**config.mk**
```make
export PLATFORM = sky130hd
export DESIGN_NAME = nes_shift_reader
export DESIGN_NICKNAME = d
export VERILOG_FILES = /design/src/rtl/nes_shift_reader.sv
export SDC_FILE = /design/constraint.sdc
export NUM_CORES = 1
export LEC_CHECK = 0
export BUFFER_PORTS_ARGS = -buffer_cell sky130_fd_sc_hd__buf_4
export CORE_MARGIN = 3
export CORE_UTILIZATION = 59
export CTS_CLUSTER_SIZE = 40
export DETAILED_ROUTE_END_ITERATION = 6
export GPL_TIMING_DRIVEN = 0
export PLACE_DENSITY = 0.81
export SYNTH_ARGS = -nofsm -noshare
export SYNTH_HDL_FRONTEND = slang
export SYNTH_SLANG_ARGS = --single-unit
```
**constraint.sdc**
```tcl
create_clock -name clk -period 2.55 [get_ports clk]
set_input_delay 0.51 -clock clk [delete_from_list [all_inputs] [get_ports clk]]
set_output_delay 0.51 -clock clk [all_outputs]
set_load 0.05 [all_outputs]
```
**src/rtl/nes_shift_reader.sv**
```systemverilog
// NES controller poller: latches the pad, clocks out 8 buttons plus a detect bit,
// and publishes the decoded frame with a one-cycle valid pulse.
module nes_shift_reader #(
  parameter int unsigned TICK_CYCLES = 384,
  parameter int unsigned POLL_TICKS  = 2700
) (
  input  logic       clk,
  input  logic       rst_n,
  input  logic       en,
  input  logic       nes_data,
  output logic       nes_latch,
  output logic       nes_clk,
  output logic [7:0] buttons,
  output logic       present,
  output logic       valid
);

  localparam int unsigned TC_W = $clog2(TICK_CYCLES);
  localparam int unsigned PH_W = $clog2((POLL_TICKS > 2) ? POLL_TICKS : 2);
  localparam int unsigned BC_W = 4;
  localparam int unsigned RAW_W = 9;

  localparam logic [TC_W-1:0] TICK_LAST  = TC_W'(TICK_CYCLES - 1);
  localparam logic [PH_W-1:0] POLL_LAST  = PH_W'(POLL_TICKS - 1);
  localparam logic [PH_W-1:0] LATCH_LAST = PH_W'(1);
  localparam logic [BC_W-1:0] BIT_LAST   = BC_W'(8);

  typedef enum logic [2:0] {
    S_IDLE,
    S_LATCH,
    S_PULSE_HI,
    S_PULSE_LO,
    S_WAIT
  } state_t;

  state_t            state, state_nx;
  logic [TC_W-1:0]   tick_cnt, tick_cnt_nx;
  logic [PH_W-1:0]   ph_cnt, ph_cnt_nx;
  logic [BC_W-1:0]   bit_cnt, bit_cnt_nx;
  logic [RAW_W-1:0]  raw, raw_nx;
  logic [7:0]        buttons_nx;
  logic              present_nx;
  logic              valid_nx;
  logic              nes_latch_nx;
  logic              nes_clk_nx;
  logic              tick_c;

  // The oldest slot is shifted out on the final sample, so the decode reads the
  // incoming shift value instead of this bit.
  logic unused_raw_oldest;
  assign unused_raw_oldest = raw[0];

  assign tick_c = (state != S_IDLE) && (tick_cnt == TICK_LAST);

  // Next-state, counters, shift register and registered-output next values
  always_comb begin
    state_nx    = state;
    tick_cnt_nx = tick_c ? '0 : tick_cnt + TC_W'(1);
    ph_cnt_nx   = ph_cnt;
    bit_cnt_nx  = bit_cnt;
    raw_nx      = raw;
    buttons_nx  = buttons;
    present_nx  = present;
    valid_nx    = 1'b0;

    unique case (state)
      S_IDLE: begin
        tick_cnt_nx = '0;
        ph_cnt_nx   = '0;
        bit_cnt_nx  = '0;
        if (en) state_nx = S_LATCH;
      end
      S_LATCH: begin
        if (tick_c) begin
          if (ph_cnt == LATCH_LAST) begin
            raw_nx     = {nes_data, raw[RAW_W-1:1]};
            ph_cnt_nx  = '0;
            bit_cnt_nx = BC_W'(1);
            state_nx   = S_PULSE_HI;
          end else begin
            ph_cnt_nx = ph_cnt + PH_W'(1);
          end
        end
      end
      S_PULSE_HI: begin
        if (tick_c) state_nx = S_PULSE_LO;
      end
      S_PULSE_LO: begin
        if (tick_c) begin
          raw_nx = {nes_data, raw[RAW_W-1:1]};
          if (bit_cnt == BIT_LAST) begin
            // Data is active-low; a missing pad reads back all ones.
            present_nx = ~raw_nx[8];
            buttons_nx = raw_nx[8] ? 8'h00 : ~raw_nx[7:0];
            valid_nx   = 1'b1;
            state_nx   = S_WAIT;
          end else begin
            bit_cnt_nx = bit_cnt + BC_W'(1);
            state_nx   = S_PULSE_HI;
          end
        end
      end
      S_WAIT: begin
        if (tick_c) begin
          if (ph_cnt == POLL_LAST) begin
            ph_cnt_nx = '0;
            state_nx  = en ? S_LATCH : S_IDLE;
          end else begin
            ph_cnt_nx = ph_cnt + PH_W'(1);
          end
        end
      end
      default: state_nx = S_IDLE;
    endcase

    nes_latch_nx = (state_nx == S_LATCH);
    nes_clk_nx   = (state_nx == S_PULSE_HI);
  end

  // State, datapath and output registers
  always_ff @(posedge clk or negedge rst_n) begin
    if (!rst_n) begin
      state     <= S_IDLE;
      tick_cnt  <= '0;
      ph_cnt    <= '0;
      bit_cnt   <= '0;
      raw       <= '0;
      buttons   <= 8'h00;
      present   <= 1'b0;
      valid     <= 1'b0;
      nes_latch <= 1'b0;
      nes_clk   <= 1'b0;
    end else begin
      state     <= state_nx;
      tick_cnt  <= tick_cnt_nx;
      ph_cnt    <= ph_cnt_nx;
      bit_cnt   <= bit_cnt_nx;
      raw       <= raw_nx;
      buttons   <= buttons_nx;
      present   <= present_nx;
      valid     <= valid_nx;
      nes_latch <= nes_latch_nx;
      nes_clk   <= nes_clk_nx;
    end
  end

endmodule

```
==> results of run 1 <==
-- layer usage --
metal  track usage, %  up-vias  part of all wire, %
met5                0        -                    0
met3             5.51        4                  3.8
met4             6.60        0                 0.73
met1             27.5      900                   45
met2             35.4       38                   50
li1                 -      907                    -
-- report_power, final --
part           internal [W]  switching, W
Combinational     0.0000151     0.0000444
Clock              0.000186      0.000243
Sequential         0.000768    0.00000417
Total              0.000969      0.000292
-- worst max-delay path, stage by stage (launching register included) --
cell and delay [ns]:
dfrtp_1 0.37, ha_1 0.22, nand3_2 0.19, or3_1 0.34
buf_2 0.16, maj3_1 0.42, nor2_2 0.33, a31oi_1 0.17
-- Yosys cell counts (all sizes together), types with 2 or more instances --
cell	n
dfrtp	48
nand2	21
nor3	19
o21ai	14
a21oi	12
nand3	12
nor2	10
a21o	9
inv	9
a31oi	8
mux2	8
buf	7
and3	5
clkbuf	5
ha	5
or3	4
and4	3
nand2b	3
o21a	3
xnor2	3
a32o	2
a41oi	2
and2	2
and4b	2
nand3b	2
nand4	2
nor3b	2
nor4	2
o2bb2ai	2
xor2	2
-- area by class of cell --
class | instances | area, µm² | area share [%]
Inverter | 9 | 33.8 | 1.28
Multi-Input combinational cell | 170 | 1100 | 41.7
Buffer | 11 | 60.1 | 2.27
Clock buffer | 5 | 68.8 | 2.60
Sequential cell | 48 | 1200 | 45.5
Clock inverter | 2 | 12.5 | 0.473
Tap cell | 48 | 60.1 | 2.27
Timing Repair Buffer | 14 | 105 | 3.98
-- worst max-delay path by stage --
stage	depth (start not counted)	slack, ns	end
floorplan	8	0.50	buttons[0]
global placement	7	0.21	state[0]
detailed placement	9	0.20	ph_cnt[9]
CTS	9	0.14	ph_cnt[9]
global route	7	0.02	ph_cnt[11]
finish	7	0.22	ph_cnt[9]
-- stage by stage --
step | instances | util, % | power (W) | setup WS, ns | instance area [µm²]
floorplan | 239 | - | 0.000817 | 0.497 | 2390
CTS | 308 | 69.5 | 0.00128 | 0.139 | 2640
finish | 307 | 69.6 | 0.00126 | 0.218 | 2640
global route | 307 | 69.6 | 0.00131 | 0.0183 | 2640
detailed placement | 301 | 67.4 | 0.000848 | 0.197 | 2560
global placement | 301 | 67.4 | 0.000847 | 0.212 | 2560
-- cells by family (layout without fill, tap and decap cells) --
logic type / count (synthesis) / in the layout / synth area share (%)
buffers and inverters: 21 / 41 / 4.08
AND/OR/NAND/NOR: 93 / 93 / 21.3
adder cells (fa/ha/maj): 6 / 6 / 3.03
AO/OA/AOI/OAI: 58 / 58 / 15.9
XOR/XNOR: 5 / 5 / 1.83
flip-flops: 48 / 48 / 50.2
multiplexers: 8 / 8 / 3.76
-- state kept, by name, indices dropped and copies added, names as in the netlist --
signal	cells
valid	1
tick_cnt	9
present	1
bit_cnt	4
state	3
raw	8
nes_clk	1
nes_latch	1
ph_cnt	12
buttons	8
-- repair_timing --
action | 4_1_cts | 5_1_grt
gates resized for setup | 0 | 1
hold buffers | 0 | 0
setup endpoints to repair | 0 | 3
==> flow_metrics.py, run 1 <==
metrics = {
    "sta": {
        "hold_violations": 0,
        "period_needed_ns": 2.33,
        "rsz0062_at_grt": "false",
        "maxSlewHeadroom_pct": 29.8,
        "tns_ns": 0,
        "worst_pin_slew_ns": 1.04,
        "finalClockSkew_ns": 0.0101,
        "maxSlewViolCount": 0,
        "setup_viol": 0,
        "whs_ns": 0.212,
        "post-route-period-util_pct": 91.5,
        "fmax_ghz": 0.429,
    },
    "run_status": {
        "status": "finished, final reports clean",
    },
    "final_layout": {
        "layout_commonest_cell": "dfrtp_1",
        "syn_to_final_growth_pct": 10.3,
        "final_cell_mix": "dfrtp_1, nand2_1, nor3_1",
        "drive_above_1_share_pct": 15.8,
        "fill_cells": 303,
        "insertedDiodeCount": 0,
        "nNetsFinal": 268,
    },
    "floorplanning": {
        "rows": 22,
        "fp.dieW_um": 69.7,
        "fp.coreArea_mm2": 0.00380,
        "die_h_um": 69.7,
        "die-area_mm2": 0.00486,
        "start_util_pct": 63.0,
        "io_pins": 16,
    },
    "detailed_routing": {
        "drtIter0Drc": 182,
        "drc": 0,
        "routed_wl_um": 4790,
        "dr.pass1.iters": 4,
        "drtAntennaViolNets": 0,
        "wire_per_inst_um": 15.6,
        "viasPerCell": 6.02,
        "vias": 1849,
    },
    "setup_path": {
        "worstPathArrival_ns": 2.50,
        "cp.required_ns": 2.72,
        "cp_max_fo": 9,
        "start_kind": "register",
        "end_kind": "register",
        "r2r_end": "ph_cnt[9]",
        "r2r_slack_ns": 0.22,
        "ff2ff_path_depth": 7,
        "path_class": "reg2reg",
        "crit_path_start": "tick_cnt[0]",
        "crit-reg2reg-launch": "tick_cnt[0]",
    },
    "cts": {
        "cts_buffers": 5,
        "cts_sinks": 48,
        "post_cts_buffers": 0,
        "clockBufferDepth": 2,
        "worst_setup_hold_path_clk_slew_ns": 0.09,
        "clock-root-buffer": "clkbuf_8",
        "htree_levels": 2,
        "cts_tree": "yes",
        "clkLatencyLatePin_ns": 0.30,
    },
    "power": {
        "ir_worst_vdd_v": 0.000359,
        "powerDensity_mw_per_mm2": 477,
        "leakage_nw": 1.17,
    },
    "global_route": {
        "grt_pass1_wl_um": 8440,
        "grt.overflow.total": 0,
        "antenna_found_initial": 0,
        "grt_pass1_vias": 1840,
        "track_usage_pct": 21.4,
        "grt_max_degree": 49,
    },
    "yosys": {
        "syn_area_mm2": 0.00239,
        "ys_seq_area_share_pct": 50.2,
        "yosys_most_used_dff": "dfrtp_1",
        "ys_warn_count": 0,
        "synth_top_cell_area_share_pct": 50.2,
        "synth.avg_cell_area_um2": 10.0,
        "async_flop_share_pct": 100,
        "synth_edf_count": 0,
        "synth.largest_area_cell": "dfrtp_1",
        "syn_inst": 239,
        "ys_top_cells_by_area": "dfrtp_1, nor3_1, mux2_2, nand2_1, a21o_1",
        "synth_nets": 248,
        "yosysUniqueCellTypes": 47,
        "ys_seq_elements": 48,
    },
    "min_path": {
        "hold_path_class": "in2async",
    },
    "placement": {
        "place.gp.congestion": 0.783,
        "dp_hpwl_um": 3240,
        "port_buffers": 14,
    },
    "job": {
        "maxCapViolCount": 0,
    },
}
Note: power is estimated with default switching activity, not from simulation.
==> run 2, diff against run 1 <==
- CORE_UTILIZATION: 59 -> 64
- PLACE_DENSITY: 0.81 -> 0.87
- clock period: 2.55 -> 2.7 ns (I/O delays scaled with it)
==> run 2 against run 1 <==
Against the previous run:
- sequential cell count unchanged
- worst hold slack improved by 0.028 ns
- clock power is 4% higher
- total power down 2.3%
- sequential share of layout area is 0.21 points lower
- worst setup slack improved by 0.13 ns
- combinational power fell by 6.1%
- maximum frequency shrank 0.77%
- via count about the same
- global-route usage grew 1.5 points
- critical path type unchanged
==> flow_metrics.py, run 2 (synthesized netlist as in run 1, its figures left out) <==
metrics = {
    "cts": {
        "cts_resized": 0,
        "cts_tree": "yes",
        "clockBufferDepth": 2,
        "cts_buffers": 5,
        "cts_sinks": 48,
        "clock-root-buffer": "clkbuf_8",
        "htree_levels": 2,
        "worst_setup_hold_path_clk_slew_ns": 0.09,
        "hold_buffers": 0,
        "post_cts_buffers": 0,
        "clkLatencyLatePin_ns": 0.30,
    },
    "power": {
        "power_w": 0.00123,
        "ir_worst_vdd_v": 0.000320,
        "powerDensity_mw_per_mm2": 464,
        "leakage_nw": 1.18,
    },
    "floorplanning": {
        "fp.dieW_um": 67.2,
        "start_util_pct": 69.0,
        "rows": 21,
        "fp.coreArea_mm2": 0.00347,
        "die-area_mm2": 0.00451,
        "die_h_um": 67.2,
        "io_pins": 16,
    },
    "final_layout": {
        "final_cell_mix": "dfrtp_1, nand2_1, nor3_1",
        "reg.largest.list": "ph_cnt: 12 flops, tick_cnt: 9 flops",
        "fill_cells": 258,
        "multiInputGateArea_mm2": 0.00110,
        "top_register": "ph_cnt",
        "insertedDiodeCount": 0,
        "nNetsFinal": 269,
        "final_cell_count_no_fill": 307,
        "syn_to_final_growth_pct": 10.9,
        "drive_above_1_share_pct": 15.7,
        "largest_register_ffs": 12,
        "register_area_mm2": 0.00120,
        "layout_commonest_cell": "dfrtp_1",
    },
    "sta": {
        "tns_ns": 0,
        "rsz0062_at_grt": "false",
        "maxSlewViolCount": 0,
        "worst_pin_slew_ns": 1.05,
        "fmax_ghz": 0.425,
        "finalClockSkew_ns": 0.00856,
        "whs_ns": 0.240,
        "post-route-period-util_pct": 87.1,
        "maxSlewHeadroom_pct": 29.6,
        "hold_violations": 0,
        "period_needed_ns": 2.35,
        "setup_viol": 0,
        "setup_ws_ns": 0.349,
    },
    "detailed_routing": {
        "drtIter0Drc": 192,
        "drtAntennaViolNets": 0,
        "wire_per_inst_um": 15.0,
        "routed_wl_um": 4620,
        "drc": 0,
        "vias": 1848,
        "viasPerCell": 6.02,
        "dr.pass1.iters": 4,
    },
    "min_path": {
        "hold_path_class": "in2async",
    },
    "run_status": {
        "status": "finished, final reports clean",
    },
    "placement": {
        "port_buffers": 14,
        "dpl_worst_slack_ns": 0.380,
        "dp.cells": 299,
        "place.gp.congestion": 0.842,
        "dp_hpwl_um": 3190,
    },
    "global_route": {
        "grt_pass1_wl_um": 7810,
        "grt_pass1_vias": 1749,
        "grt_max_degree": 49,
        "track_usage_pct": 22.8,
        "antenna_found_initial": 0,
        "grt.overflow.total": 0,
    },
    "setup_path": {
        "path_class": "reg2reg",
        "worstPathArrival_ns": 2.54,
        "r2r_slack_ns": 0.35,
        "cp_max_fo": 10,
        "end_kind": "register",
        "cp.required_ns": 2.89,
        "start_kind": "register",
    },
    "job": {
        "maxCapViolCount": 0,
    },
}
run 2: final timing paths:
path | from | to | depth (start not counted)
max | tick_cnt[0] | state[0] | 7
min | rst_n | ph_cnt[3] | 1
max reg2reg | tick_cnt[0] | state[0] | 7
min reg2reg | tick_cnt[0] | tick_cnt[0] | 1
max in group asynchronous | rst_n | tick_cnt[1] | 1
min in group clk | tick_cnt[0] | tick_cnt[0] | 1
run 2: per-layer routing:
metal | wire length [µm] | vias up | track usage, %
met1 | 2120 | 895 | 30.7
met2 | 2290 | 37 | 36.9
met3 | 143 | 8 | 5.66
met5 | 0 | - | 0
li1 | - | 908 | -
met4 | 65 | 0 | 6.33
run 2: worst max-delay path, stage by stage, from the launching register on:
cell	delay, ns
dfrtp_1	0.38
ha_1	0.22
nand3_2	0.17
nor3_1	0.56
clkbuf_1	0.41
nand2_1	0.10
a32o_1	0.24
o21bai_1	0.16
run 2: area by class of cell:
type	instances	share of cell area (%)
well taps	46	2.17
plain buffers	12	2.40
multi-input cells	170	41.3
flip-flops and latches	48	45.2
repair buffers	14	3.96
inverters	9	1.27
clock buffers	6	3.11
clock inverters	2	0.566
run 2: through the flow:
step                area, µm²  utilization, %
detailed placement       2560            73.7
floorplan                2390               -
global route             2660            76.6
finish                   2660            76.6
CTS                      2660            76.6
global placement         2560            73.7
run 2: where the power goes:
group | switching (W) | leakage, nW | internal [W]
clock | 0.000239 | 0.0434 | 0.000207
combinational | 0.0000417 | 0.516 | 0.0000142
sequential | 0.00000401 | 0.620 | 0.000725
total | 0.000285 | 1.18 | 0.000947
==> run 3, diff against run 2 <==
- CORE_UTILIZATION: 64 -> 54
- PLACE_DENSITY: 0.87 -> 0.78
- clock period: 2.7 -> 2 ns (I/O delays scaled with it)
==> run 3 against run 2 <==
Against the previous run:
- register-to-register slack worse by 0.28 ns
- routed wire length increased by 3.0%
- sequential share of layout area down 2.9 points
- sequential power rose by 35%
- design area up 7.3%
- worst setup slack lost 0.28 ns
- via count increased by 4.0%
==> flow_metrics.py, run 3 (synthesized netlist as in run 1, its figures left out) <==
metrics = {
    "run_status": {
        "status": "finished, final reports clean",
    },
    "detailed_routing": {
        "dr.pass1.iters": 5,
        "routed_wl_um": 4760,
        "wl_met1_um": 2110,
        "wl_met2_um": 2340,
        "wire_per_inst_um": 14.8,
        "drtAntennaViolNets": 0,
        "vias": 1921,
        "drc": 0,
        "viasPerCell": 5.98,
        "top_layer": "met4",
        "drtIter0Drc": 147,
        "wl_met3_um": 236,
    },
    "cts": {
        "cts_buffers": 5,
        "htree_levels": 2,
        "worst_setup_hold_path_clk_slew_ns": 0.09,
        "cts_tree": "yes",
        "cts_sinks": 48,
        "hold_buffers": 0,
        "clock-root-buffer": "clkbuf_8",
        "clkLatencyLatePin_ns": 0.31,
        "clockBufferDepth": 2,
    },
    "setup_path": {
        "critPathBufInv": 1,
        "slowest_delay_ns": 0.42,
        "crit_path_start": "tick_cnt[0]",
        "cpMaxStageDelayCell": "or3_4",
        "cp.required_ns": 2.21,
        "critPathTopFamily": "simple AND/OR/NAND/NOR gates",
        "path_class": "reg2reg",
        "crit-reg2reg-launch": "tick_cnt[0]",
        "start_kind": "register",
        "crit_chain": "ha_4 -> nand3_4 -> or3_4 -> or3_4 -> buf_6 -> a21o_1",
        "worst_path_most_repeated_cell": "or3_4",
        "end_kind": "register",
        "cp_max_fo": 10,
        "worstPathArrival_ns": 2.14,
    },
    "sta": {
        "worst_pin_slew_ns": 0.719,
        "setup_viol": 0,
        "finalClockSkew_ns": 0.0111,
        "period_needed_ns": 1.93,
        "hold_violations": 0,
        "tns_ns": 0,
        "rsz0062_at_grt": "true",
        "maxSlewViolCount": 0,
        "maxSlewHeadroom_pct": 52.1,
        "post-route-period-util_pct": 96.7,
        "whs_ns": 0.0759,
        "fmax_ghz": 0.517,
    },
    "floorplanning": {
        "fp.coreArea_mm2": 0.00414,
        "rows": 23,
        "fp.dieW_um": 72.6,
        "start_util_pct": 57.8,
        "io_pins": 16,
        "die_h_um": 72.6,
        "die-area_mm2": 0.00527,
    },
    "power": {
        "power_w": 0.00165,
        "ir_worst_vdd_v": 0.000436,
        "pwr-share-seq_pct": 59.8,
        "leakage_nw": 1.26,
        "swShare_pct": 24.3,
        "powerDensity_mw_per_mm2": 578,
        "internal_power_w": 0.00125,
        "switching_power_w": 0.000400,
        "combPwrFrac_pct": 4.6,
        "p_clk_share_pct": 35.7,
    },
    "global_route": {
        "antenna_found_initial": 0,
        "grt_pass1_vias": 1778,
        "grt.overflow.total": 0,
        "grt_pass1_wl_um": 7840,
        "grt_max_degree": 49,
        "track_usage_pct": 18.8,
    },
    "final_layout": {
        "top_register": "ph_cnt",
        "drive_above_1_share_pct": 25.5,
        "largest_register_ffs": 12,
        "insertedDiodeCount": 0,
        "nNetsFinal": 279,
        "reg.largest.list": "ph_cnt: 12 flops, tick_cnt: 9 flops",
        "final_cell_mix": "dfrtp_1, buf_4, nand2_1",
        "final_core_util_pct": 68.8,
        "layout_commonest_cell": "dfrtp_1",
        "syn_to_final_growth_pct": 19.0,
    },
    "placement": {
        "dp_hpwl_um": 3040,
        "place.gp.congestion": 0.782,
        "port_buffers": 14,
    },
    "job": {
        "maxCapViolCount": 0,
    },
    "min_path": {
        "hold_path_class": "in2async",
    },
}
run 3: cell type report:
cell class              count  area, µm²
clock inverters             3       23.8
repair buffers             27        203
multi-input cells         171       1200
plain buffers               8       47.5
inverters                   9       33.8
well taps                  50       62.6
flip-flops and latches     48       1200
fillers                   324       1290
clock buffers               5       68.8
run 3: worst paths after layout:
| check | to | slack [ns] | cells after the start |
|---|---|---|---|
| min in group clk | nes_latch | 0.40 | 2 |
| max in group asynchronous | ph_cnt[0] | 1.49 | 1 |
| min reg2reg | buttons[2] | 0.48 | 1 |
| min | ph_cnt[3] | 0.08 | 1 |
| max reg2reg | buttons[4] | 0.07 | 6 |
| max | buttons[4] | 0.07 | 6 |
run 3: power groups by stage:
stage / registers, W / clock network [W] / logic (W)
after floorplan: 0.00103 / 0 / 0.00000951
after global placement: 0.00100 / 0 / 0.0000765
after CTS: 0.000984 / 0.000606 / 0.0000768
after global routing: 0.000985 / 0.000642 / 0.0000809
after detailed placement: 0.00100 / 0 / 0.0000769
final: 0.000984 / 0.000587 / 0.0000750
run 3: per-layer routing:
layer	global-route usage (%)	vias to the layer above
met5	0	-
li1	-	937
met3	3.86	8
met2	31.5	58
met4	7.17	0
met1	23.9	918
run 3: repair_timing:
action	CTS	global route
gates resized for setup	10	14
endpoints found under the setup margin	35	43
cloned	0	1
pin swaps	2	4
setup buffers	6	7
run 3: stage by stage:
step	std cells	instance area (µm²)	setup WS [ns]
2_1_floorplan	239	2410	0.00612
3_3_place_gp	303	2580	-0.319
3_5_place_dp	303	2580	-0.297
4_1_cts	314	2740	0.0121
5_1_grt	321	2850	-0.0398
6_report	321	2850	0.0666
